**src/rtl/result_bus_pkg.sv**
```systemverilog
// Shared constants and types for the relay-machine result bus.
// Source indices match the bus wiring order of the register side.
package result_bus_pkg;

  localparam int RESULT_BUS_WIDTH = 8;

  localparam int SRC_M   = 0;
  localparam int SRC_XY  = 1;
  localparam int SRC_J   = 2;
  localparam int SRC_PC  = 3;
  localparam int SRC_INC = 4;

  localparam int ARB_FIXED = 0;
  localparam int ARB_RR    = 1;

  typedef enum logic [1:0] {
    BUS_IDLE,
    BUS_OWNED,
    BUS_LOCKED
  } bus_state_e;

endpackage

```
**src/rtl/result_bus_arbiter_pick.sv**
```systemverilog
// Combinational winner select: fixed priority or round robin.
// Shared with the address-bus arbiters.
module rb_pick #(
  parameter int N  = 5,
  parameter int IW = (N > 1) ? $clog2(N) : 1
) (
  input  logic [N-1:0]  req_i,
  input  logic [IW-1:0] ptr_i,
  input  logic          rr_i,
  output logic [N-1:0]  gnt_o,
  output logic [IW-1:0] idx_o,
  output logic          any_o
);

  always_comb begin : pick
    int   j;
    logic found;
    j     = 0;
    found = 1'b0;
    gnt_o = '0;
    idx_o = '0;
    any_o = |req_i;
    if (rr_i) begin
      // search starts one past the last winner and wraps
      for (int k = 1; k <= N; k++) begin
        j = (int'(ptr_i) + k) % N;
        if (!found && req_i[j]) begin
          found = 1'b1;
          idx_o = IW'(j);
        end
      end
    end else begin
      for (int i = N - 1; i >= 0; i--) begin
        if (req_i[i]) idx_o = IW'(i);
      end
    end
    if (any_o) gnt_o[idx_o] = 1'b1;
  end

endmodule

```
**src/rtl/result_bus_arbiter.sv**
```systemverilog
// Arbitrated, registered result bus with lock, idle policy and
// saturating contention accounting.
module result_bus_arbiter
  import result_bus_pkg::*;
#(
  parameter int WIDTH     = RESULT_BUS_WIDTH,
  parameter int NUM_SRC   = 5,
  parameter int ARB_MODE  = ARB_FIXED,
  parameter int HOLD_IDLE = 0,
  parameter int CNT_WIDTH = 8,
  localparam int OW = (NUM_SRC > 1) ? $clog2(NUM_SRC) : 1
) (
  input  logic                     clk,
  input  logic                     reset,
  input  logic [NUM_SRC-1:0]       src_req,
  input  logic [NUM_SRC*WIDTH-1:0] src_data,
  input  logic                     bus_lock,
  input  logic                     clr_contention,
  output logic [NUM_SRC-1:0]       src_grant,
  output logic [WIDTH-1:0]         bus_data,
  output logic                     bus_valid,
  output logic [OW-1:0]            bus_owner,
  output logic                     contention,
  output logic [CNT_WIDTH-1:0]     contention_cnt
);

  bus_state_e           state_q, state_d;
  logic [NUM_SRC-1:0]   grant_q, grant_d;
  logic [WIDTH-1:0]     data_q, data_d;
  logic [OW-1:0]        owner_q, owner_d;
  logic [OW-1:0]        ptr_q, ptr_d;
  logic                 cont_q, cont_d;
  logic [CNT_WIDTH-1:0] cnt_q, cnt_d;

  logic [NUM_SRC-1:0] pick_gnt;
  logic [OW-1:0]      pick_idx;
  logic               pick_any;
  logic               lock_hit;
  logic               multi;
  logic [OW-1:0]      win_idx;
  logic [WIDTH-1:0]   win_data;

  rb_pick #(
    .N  (NUM_SRC),
    .IW (OW)
  ) u_pick (
    .req_i (src_req),
    .ptr_i (ptr_q),
    .rr_i  (ARB_MODE == ARB_RR),
    .gnt_o (pick_gnt),
    .idx_o (pick_idx),
    .any_o (pick_any)
  );

  assign lock_hit = (state_q != BUS_IDLE) && bus_lock
                    && src_req[owner_q];
  assign win_idx  = lock_hit ? owner_q : pick_idx;
  assign multi    = $countones(src_req) > 1;

  always_comb begin
    win_data = '0;
    for (int i = 0; i < NUM_SRC; i++) begin
      if (win_idx == OW'(i)) win_data = src_data[i*WIDTH +: WIDTH];
    end
  end

  always_comb begin
    state_d = state_q;
    grant_d = grant_q;
    data_d  = data_q;
    owner_d = owner_q;
    ptr_d   = ptr_q;
    cont_d  = cont_q;
    cnt_d   = cnt_q;
    if (pick_any) begin
      grant_d = lock_hit ? grant_q : pick_gnt;
      data_d  = win_data;
      owner_d = win_idx;
      state_d = bus_lock ? BUS_LOCKED : BUS_OWNED;
      if (!lock_hit) ptr_d = win_idx;
    end else begin
      grant_d = '0;
      state_d = BUS_IDLE;
      data_d  = (HOLD_IDLE != 0) ? data_q : '0;
    end
    if (clr_contention) begin
      cont_d = 1'b0;
      cnt_d  = '0;
    end else if (multi) begin
      cont_d = 1'b1;
      if (!(&cnt_q)) cnt_d = cnt_q + 1'b1;
    end
  end

  always_ff @(posedge clk) begin
    if (reset) begin
      state_q <= BUS_IDLE;
      grant_q <= '0;
      data_q  <= '0;
      owner_q <= '0;
      ptr_q   <= OW'(NUM_SRC - 1);
      cont_q  <= 1'b0;
      cnt_q   <= '0;
    end else begin
      state_q <= state_d;
      grant_q <= grant_d;
      data_q  <= data_d;
      owner_q <= owner_d;
      ptr_q   <= ptr_d;
      cont_q  <= cont_d;
      cnt_q   <= cnt_d;
    end
  end

  assign src_grant      = grant_q;
  assign bus_data       = data_q;
  assign bus_valid      = (state_q != BUS_IDLE);
  assign bus_owner      = owner_q;
  assign contention     = cont_q;
  assign contention_cnt = cnt_q;

endmodule

```
**config.mk**
```make
export PLATFORM = sky130hd
export DESIGN_NAME = result_bus_arbiter
export DESIGN_NICKNAME = d
export VERILOG_FILES = /design/src/rtl/result_bus_pkg.sv /design/src/rtl/result_bus_arbiter_pick.sv /design/src/rtl/result_bus_arbiter.sv
export SDC_FILE = /design/constraint.sdc
export NUM_CORES = 1
export LEC_CHECK = 0
export BUFFER_PORTS_ARGS = -buffer_cell sky130_fd_sc_hd__buf_2
export CORE_UTILIZATION = 37
export DETAILED_ROUTE_END_ITERATION = 16
export PLACE_DENSITY = 0.67
export SYNTH_ARGS = -nofsm -noshare
export SYNTH_HDL_FRONTEND = slang
export SYNTH_SLANG_ARGS = --single-unit
```
**constraint.sdc**
```tcl
create_clock -name clk -period 2 [get_ports clk]
set_input_delay 0.1 -clock clk [delete_from_list [all_inputs] [get_ports clk]]
set_output_delay 0.1 -clock clk [all_outputs]
set_load 0.005 [all_outputs]
```
After elaboration in Yosys (flattened, before gate mapping)

Cells that the tools add are included.

Add/sub/neg operators: 5
Order comparisons: 4
Equal/unequal tests: 4
Mux-type cells: 16
Bitwise gates (word level): 2
Reduce and logical (&&, ||, !) cells: 10

Operators with widths:

| operator                                                                         | count |
|---|---|
| 8-bit 2-to-1 mux                                                                 | 5 |
| 3-bit 2-to-1 mux                                                                 | 6 |
| 8-bit by 1-bit adder with 8-bit output (second input constant)                   | 1 |
| 3-bit by 4-bit less-than comparator with 1-bit output (second input constant)    | 2 |
| 8-bit AND reduction                                                              | 1 |
| 3-bit by 2-bit == test with 1-bit output (second input constant)                 | 2 |
| 5-bit OR reduction                                                               | 1 |
| 1-bit by 1-bit adder with 2-bit output                                           | 2 |
| 3-bit by 1-bit adder with 4-bit output                                           | 1 |
| 4-bit by 1-bit greater-than comparator with 1-bit output (second input constant) | 1 |
| 2-bit OR reduction                                                               | 2 |
| 2-bit by 2-bit adder with 3-bit output                                           | 1 |
| 1-bit binary-select mux with 3-bit select                                        | 1 |
| 1-bit demux with 3-bit select                                                    | 1 |
| 3-bit by 1-bit == test with 1-bit output (second input constant)                 | 1 |
| 3-bit == test (second input constant)                                            | 1 |
| 3-bit by 1-bit >= comparator with 1-bit output (second input constant)           | 1 |
| 1-bit logical AND                                                                | 3 |
| 3-bit logical NOT                                                                | 1 |
| 1-bit 2-to-1 mux                                                                 | 2 |
| 2-bit 2-to-1 mux                                                                 | 1 |
| 1-bit inverter                                                                   | 2 |
| 2-bit AND reduction                                                              | 1 |
| 2-bit nonzero test                                                               | 1 |

Register bits: 27
Input port bits: 49
Output and inout bits: 26
Logic and storage cells: 47

Depth between registers and ports, before layout

Gate-level depths: netlist of the first run.

Depth after elaboration: 12
Mapped depth: 9

Hierarchy

Synthesis of the first run repeated with hierarchy kept, for this count alone.

Cell total of the unflattened synthesis: 473
Area total of the unflattened synthesis: 3,769.9 µm²

By module, submodules not included:

| module             | times used | cells an instance | area each (µm²) | seq. area each (µm²) |
|---|---|---|---|---|
| rb_pick            | 1          | 285               | 2,079.5         | 0.0 |
| result_bus_arbiter | 1          | 188               | 1,690.4         | 600.6 |

Least setup slack after synthesis of the first run

Ideal clock, no wire load.

Path type: input to register
Start point: input src_req[0]
End point: register cnt_q[5] (netlist: contention_cnt[5])
Arrival time: 1,829 ps
Setup slack: 45 ps
Stages on the path: 8
Cell sequence: fa_1 ha_1 a211oi_1 a41oi_1 and3_1 nand4_1 xor2_1 nor2_1

Word-level cells in the longest chain between the ends: 5

Ends and longest elaborated chain:

| element                                                      | RTL line                  | RTL |
|---|---|---|
| from (decl)                                                  | result_bus_arbiter.sv:15  | `input logic [NUM_SRC-1:0] src_req,` |
| 1-bit by 1-bit adder with 2-bit output (implied by the code) | result_bus_arbiter.sv:58  | `assign multi = $countones(src_req) > 1;` |
| 2-bit by 2-bit adder with 3-bit output (implied by the code) | result_bus_arbiter.sv:58  |  |
| 3-bit by 1-bit adder with 4-bit output (implied by the code) | result_bus_arbiter.sv:58  |  |
| 4-bit by 1-bit greater-than comparator with 1-bit output     | result_bus_arbiter.sv:58  |  |
| 2-bit AND reduction (no line)                                | --                        |  |
| to (signal assigned)                                         | result_bus_arbiter.sv:111 | `cnt_q <= cnt_d;` |
| to (decl)                                                    | result_bus_arbiter.sv:33  | `logic [CNT_WIDTH-1:0] cnt_q, cnt_d;` |

Every way passes these cells.
A chain may end at the register's enable or synchronous reset.

Worst setup path in the final report of the first run

Start point: register owner_q[0] (netlist: bus_owner[0])
End point: register data_q[0] (netlist: bus_data[0])

Word-level cells in the longest chain between the ends: 10
Elaborated cells between the ends (all ways): 14

Ends and longest elaborated chain:

| element                                   | RTL line                  | RTL |
|---|---|---|
| from (decl)                               | result_bus_arbiter.sv:30  | `logic [OW-1:0] owner_q, owner_d;` |
| from (signal assigned)                    | result_bus_arbiter.sv:108 | `owner_q <= owner_d;` |
| 1-bit binary-select mux with 3-bit select | result_bus_arbiter.sv:56  | `&& src_req[owner_q];` |
| 1-bit 2-to-1 mux (implied by the code)    | result_bus_arbiter.sv:56  |  |
| 1-bit logical AND                         | result_bus_arbiter.sv:56  |  |
| 3-bit 2-to-1 mux (*)                      | result_bus_arbiter.sv:57  | `assign win_idx = lock_hit ? owner_q : pick_idx;` |
| 3-bit logical NOT                         | result_bus_arbiter.sv:63  | `if (win_idx == OW'(i)) win_data = src_data[i*WIDTH +: WIDTH];` |
| 8-bit 2-to-1 mux (4 in a row)             | result_bus_arbiter.sv:63  |  |
| 8-bit 2-to-1 mux (*)                      | result_bus_arbiter.sv:63  |  |
| to (signal assigned)                      | result_bus_arbiter.sv:107 | `data_q <= data_d;` |
| to (decl)                                 | result_bus_arbiter.sv:29  | `logic [WIDTH-1:0] data_q, data_d;` |

Mark *: on every way between the ends. The rest lies on a longest branch, timed or not. The select of a mux whose other input is x is not followed.

==> flow_metrics.env, run 1 <==
export IMPL_outcome="complete, no violations"
export IMPL_antenna_found_initial=0
export IMPL_worst_path_buf_inv=0
export IMPL_num_vias=1935
export IMPL_tightest_slew_ps=505
export IMPL_synth_cell_type_count=47
export IMPL_r2r_setup_slack_ps=90
export IMPL_setup_viol=0
export IMPL_rows=24
export IMPL_drc=0
export IMPL_track_usage_pct=19.6
export IMPL_synth_nets=280
export IMPL_synth_cells=226
export IMPL_synth_seq_cells=27
export IMPL_r2r_end="bus_data[0]$_SDFF_PP0_"
export IMPL_viasPerCell=5.32
export IMPL_powerDensity_nw_per_um2=541
export IMPL_io_pins=75
export IMPL_core_area_um2=4410
export IMPL_period_share_pct=95.5
export IMPL_maxCapViolCount=0
export IMPL_yosysWarningCount=0
export IMPL_wl_um=4810
export IMPL_synth_edf_count=0
export IMPL_drive_gt1_share_pct=34.6
export IMPL_whs_ps=7.03
export IMPL_worstSkewPairLatency_ps=290
export IMPL_firstDrtPassIters=4
export IMPL_hold_violations=0
export IMPL_cts_max_path_buffers=2
export IMPL_initial_utilization_pct=39.2
export IMPL_grt_pass1_vias=1738
export IMPL_fin_skew_ps=10.2
export IMPL_overflow=0
export IMPL_hold_depth=2
export IMPL_cp_start_kind="register"
export IMPL_holdBufCountCts=0
export IMPL_critPathCaptureType="register"
export IMPL_syn_cell_area_um2=1730
export IMPL_crit_family="simple AND/OR/NAND/NOR gates"
export IMPL_dieWidth_um=70.4
export IMPL_cts_sinks=27
export IMPL_async_flop_share_pct=0
export IMPL_hp_class="primary input to register"
export IMPL_crit_arrival_ps=2120
export IMPL_tns_ps=0
export IMPL_numCtsBuffers=3
export IMPL_ys_seq_area_share_pct=31.2
export IMPL_cp_max_fo=7
export IMPL_syn2layout_area_growth_pct=32.4
export IMPL_reg2reg_from="bus_owner[0]$_SDFFE_PP0N_"
export IMPL_dp_hpwl_um=3760
export IMPL_critPathKind="register to register"
export IMPL_required_ps=2210
export IMPL_wire_per_inst_um=13.2
export IMPL_dieArea_um2=4960
export IMPL_antenna_cells=0
export IMPL_ant_nets=0
export IMPL_hold_end="state_q[0]$_SDFF_PP0_"
export IMPL_place_congestion=0.933
export IMPL_hold_start="bus_lock"
export IMPL_crit_chain="or3b_4, a22oi_2, and2_4, mux2i_4, a22oi_1, a31oi_1"
export IMPL_slew_viol_final=0
export IMPL_cts_clk_slew_worst_paths_ps=110
export IMPL_maxSlewHeadroom_pct=66.2
export IMPL_post_route_min_period_ps=1910
export IMPL_dieHeight_um=70.4
export IMPL_grt_max_degree=18
export IMPL_htree_levels=1
export IMPL_cts_root_buf="clkbuf_8"
export IMPL_synthFlopType="dfxtp_1"
export IMPL_finish_net_count=367
export IMPL_p_leak_nw=1.07
export IMPL_synth_area_per_cell_um2=7.66
export IMPL_vdd_ir_drop_max_uv=356
export IMPL_critPathMaxStageDelay_ps=410
export IMPL_r2r_cells=6
export IMPL_cp_slowest_cell="or3b_4"
export IMPL_grt_pass1_wl_um=7800
export IMPL_numPortBuffers=74
export IMPL_drt_first_iter_violations=107
export IMPL_fmax_ghz=0.523
export IMPL_tritoncts="built"
## metal layers
layer  up-vias  global-route usage [%]  share of wire, %
met5         -                       0                 0
met4         0                    6.67               1.5
met3         6                    2.60               6.0
met2        77                    33.2                48
met1       879                    25.2                45
li1        973                       -                 -
## flip-flops by register name, indices dropped and copies added (netlist names)
register	flops
contention_cnt	8
contention	1
bus_owner	3
src_grant	5
state_q	2
bus_data	8
## Yosys cell counts, types with 2 or more instances
library cell / count / area [µm²]
nor2_1: 15 / 56.3
a41oi_1: 4 / 35.0
o21ai_0: 9 / 45.0
o21ai_1: 2 / 10.0
a31oi_1: 6 / 37.5
nand2_1: 47 / 176
nand3_1: 5 / 25.0
inv_1: 3 / 11.3
a21oi_1: 28 / 140
and3_1: 3 / 18.8
ha_1: 4 / 50.1
xnor2_1: 2 / 17.5
or2_2: 2 / 12.5
buf_6: 3 / 33.8
mux2i_1: 2 / 20.0
a22oi_1: 5 / 37.5
nand2b_1: 10 / 62.6
nand4_1: 2 / 12.5
nor3_1: 4 / 20.0
xor2_1: 5 / 43.8
clkbuf_1: 4 / 15.0
o21bai_1: 8 / 60.1
dfxtp_1: 27 / 541
a211oi_1: 3 / 22.5
## kinds of logic (layout without fill, tap and decap cells)
group           after synthesis  after routing  synth area share (%)
buf+inv                      14            100                  5.35
compound gates               73             73                  27.6
fa+ha+maj                     5              5                  4.05
mux                           3              3                  1.95
simple gates                 97             97                  26.3
xor+xnor                      7              7                  3.54
flops                        27             27                  31.2
## timing repair
item	4_1_cts	5_1_grt
buffers inserted	0	0
gates resized for setup	0	4
setup endpoints to repair	0	8
## worst max-delay path by stage
stage	startpoint	endpoint	cells past startpoint	slack, ps
after floorplan	src_req[0]	contention_cnt[5]$_SDFFE_PP0P_	8	50
after global placement	src_req[0]	contention_cnt[5]$_SDFFE_PP0P_	9	-70
after detailed placement	src_req[0]	contention_cnt[5]$_SDFFE_PP0P_	9	-120
after CTS	bus_owner[0]$_SDFFE_PP0N_	bus_data[0]$_SDFF_PP0_	6	20
after global routing	bus_owner[0]$_SDFFE_PP0N_	bus_data[5]$_SDFF_PP0_	6	-0.003
final	bus_owner[0]$_SDFFE_PP0N_	bus_data[0]$_SDFF_PP0_	6	90
## per-stage QoR
stage	power [mW]	cells	area, µm²	utilization (%)	setup slack [ps]
6_report	1.24	364	2290	52.0	89.4
5_1_grt	1.30	364	2290	52.0	-0.00333
4_1_cts	1.24	364	2280	51.6	23.3
3_5_place_dp	0.910	360	2230	50.5	-118
3_3_place_gp	0.905	360	2230	50.5	-65.8
2_1_floorplan	0.770	226	1730	-	45.4
## cell usage in the layout (no fill, tap or decap), drive strengths merged, types with 2 or more instances in the layout
| master | count |
|---|---|
| nand4 | 2 |
| ha | 4 |
| a211oi | 3 |
| clkbuf | 3 |
| a21oi | 28 |
| a22oi | 6 |
| o21ai | 11 |
| nand2 | 47 |
| nor2 | 15 |
| or2 | 2 |
| nor3 | 4 |
| nand3 | 5 |
| xnor2 | 2 |
| buf | 93 |
| and3 | 3 |
| o21bai | 8 |
| nand2b | 10 |
| a41oi | 4 |
| dfxtp | 27 |
| and2 | 2 |
| a31oi | 6 |
| xor2 | 5 |
| inv | 3 |
| mux2i | 3 |
## layout make-up
type | instances | area (µm²)
tap | 52 | 65.1
clock inverter | 1 | 7.51
clock buffer | 3 | 41.3
timing repair buffer | 93 | 513
inverter | 3 | 11.3
sequential | 27 | 542
fill | 451 | 2120
multi-input combinational | 185 | 1110
## report_power, final
part	internal, mW	switching (mW)
clock network	0.142	0.197
registers	0.565	0.0133
logic	0.159	0.165
total	0.866	0.375
(Power assumes the default switching activity.)
==> run 2, diff against run 1 <==
--- a/config.mk
+++ b/config.mk
@@ -9,6 +9,7 @@
 export CORE_UTILIZATION = 37
 export DETAILED_ROUTE_END_ITERATION = 16
 export PLACE_DENSITY = 0.67
+export REMOVE_ABC_BUFFERS = 1
 export SYNTH_ARGS = -nofsm -noshare
 export SYNTH_HDL_FRONTEND = slang
 export SYNTH_SLANG_ARGS = --single-unit
==> run 2 against run 1 <==
First-iteration DRC count is 31% lower; cell count is 0.55% higher; combinational power is 3% higher; worst setup slack worse by 27 ps; die area stayed put; critical path type unchanged.
==> flow_metrics.env, run 2 (synthesis results as in run 1) <==
export IMPL_layout_common_cells="buf_2 (74), nand2_1 (46), a21oi_1 (27), dfxtp_1 (25), buf_4 (21)"
export IMPL_io_pins=75
export IMPL_holdBufCountCts=0
export IMPL_overflow=0
export IMPL_grt_pass1_vias=1766
export IMPL_powerDensity_nw_per_um2=540
export IMPL_vdd_ir_drop_max_uv=245
export IMPL_worstSkewPairLatency_ps=290
export IMPL_slew_viol_final=0
export IMPL_place_congestion=0.907
export IMPL_period_share_pct=96.9
export IMPL_firstDrtPassIters=4
export IMPL_htree_levels=1
export IMPL_grt_pass1_wl_um=8050
export IMPL_numCtsBuffers=3
export IMPL_wire_per_inst_um=13.2
export IMPL_antenna_found_initial=0
export IMPL_post_route_min_period_ps=1940
export IMPL_track_usage_pct=20.0
export IMPL_drt_first_iter_violations=74
export IMPL_num_vias=1927
export IMPL_core_area_um2=4410
export IMPL_cts_root_buf="clkbuf_8"
export IMPL_numPortBuffers=74
export IMPL_dp_slack_ps=-104
export IMPL_tns_ps=0
export IMPL_setup_viol=0
export IMPL_maxCapViolCount=0
export IMPL_p_leak_nw=1.08
export IMPL_antenna_cells=0
export IMPL_cp_max_fo=11
export IMPL_cp_start_kind="register"
export IMPL_required_ps=2170
export IMPL_fmax_ghz=0.516
export IMPL_finish_net_count=369
export IMPL_viasPerCell=5.27
export IMPL_dieWidth_um=70.4
export IMPL_cts_sinks=27
export IMPL_syn2layout_area_growth_pct=34.1
export IMPL_ant_nets=0
export IMPL_cts_max_path_buffers=2
export IMPL_grt_max_degree=18
export IMPL_initial_utilization_pct=39.2
export IMPL_whs_ps=18.4
export IMPL_critPathCaptureType="register"
export IMPL_rsz0062_at_grt="yes"
export IMPL_outcome="complete, no violations"
export IMPL_critPathKind="register to register"
export IMPL_rows=24
export IMPL_wl_um=4840
export IMPL_dp_hpwl_um=3770
export IMPL_dieArea_um2=4960
export IMPL_tightest_slew_ps=646
export IMPL_fin_skew_ps=11.3
export IMPL_hp_class="primary input to register"
export IMPL_dieHeight_um=70.4
export IMPL_maxSlewHeadroom_pct=57.0
export IMPL_tritoncts="built"
export IMPL_n_fill_cell=437
export IMPL_crit_arrival_ps=2110
export IMPL_setup_slack_ps=62.7
export IMPL_cts_clk_slew_worst_paths_ps=110
export IMPL_drive_gt1_share_pct=36.0
export IMPL_drc=0
export IMPL_mostFrequentLayoutCell="buf_2"
export IMPL_hold_violations=0
## run 2: changes by cell type in the layout (fill, tap and decap cells not counted), sizes merged
cell and change:
buf +2
## run 2: path summary, 6_finish.rpt
path                        startpoint                        end  slack [ps]  depth (start not counted)
min reg2reg  src_grant[1]$_SDFFE_PP0N_  src_grant[1]$_SDFFE_PP0N_         450                          2
max          bus_owner[0]$_SDFFE_PP0N_     bus_data[6]$_SDFF_PP0_          60                          7
max reg2reg  bus_owner[0]$_SDFFE_PP0N_     bus_data[6]$_SDFF_PP0_          60                          7
min                           bus_lock      state_q[0]$_SDFF_PP0_          20                          2
## run 2: final cells by class
cell class / count / area, µm² / share of cell area (%)
Sequential cell: 27 / 546 / 23.5
Timing Repair Buffer: 95 / 528 / 22.7
Clock buffer: 3 / 41.3 / 1.78
Multi-Input combinational cell: 185 / 1120 / 48.4
Tap cell: 52 / 65.1 / 2.80
Inverter: 3 / 11.3 / 0.485
Clock inverter: 1 / 7.51 / 0.323
## run 2: routing by layer
layer	routed length, µm	vias up	track usage, %
li1	-	981	-
met1	2350	887	26.5
met2	2230	50	32.8
met3	191	9	3.03
met4	74	0	6.67
met5	0	-	0
## run 2: power by group
group	switching, mW	internal (mW)	total, mW
Clock	0.199	0.142	0.342
Combinational	0.168	0.166	0.334
Sequential	0.0134	0.565	0.578
Total	0.381	0.873	1.25
## run 2: worst max-delay path, stage by stage, from the launching register on
cell	delay (ps)
dfxtp_4	390
or3b_4	380
a22oi_2	220
and2_4	250
buf_4	200
o32ai_1	170
nand2_1	110
a41oi_1	110
## run 2: stage by stage
step / instance area, µm² / cells / power, mW / utilization [%]
after floorplan: 1650 / 215 / 0.754 / -
after global placement: 2230 / 360 / 0.908 / 50.5
after global routing: 2320 / 366 / 1.32 / 52.6
after CTS: 2290 / 364 / 1.25 / 51.9
after detailed placement: 2230 / 360 / 0.913 / 50.5
final: 2320 / 366 / 1.25 / 52.6
## run 2: repair_timing
action | 4_1_cts | 5_1_grt
setup buffers | 0 | 2
pin swaps | 0 | 6
resized for setup | 2 | 6
setup endpoints to repair | 4 | 8
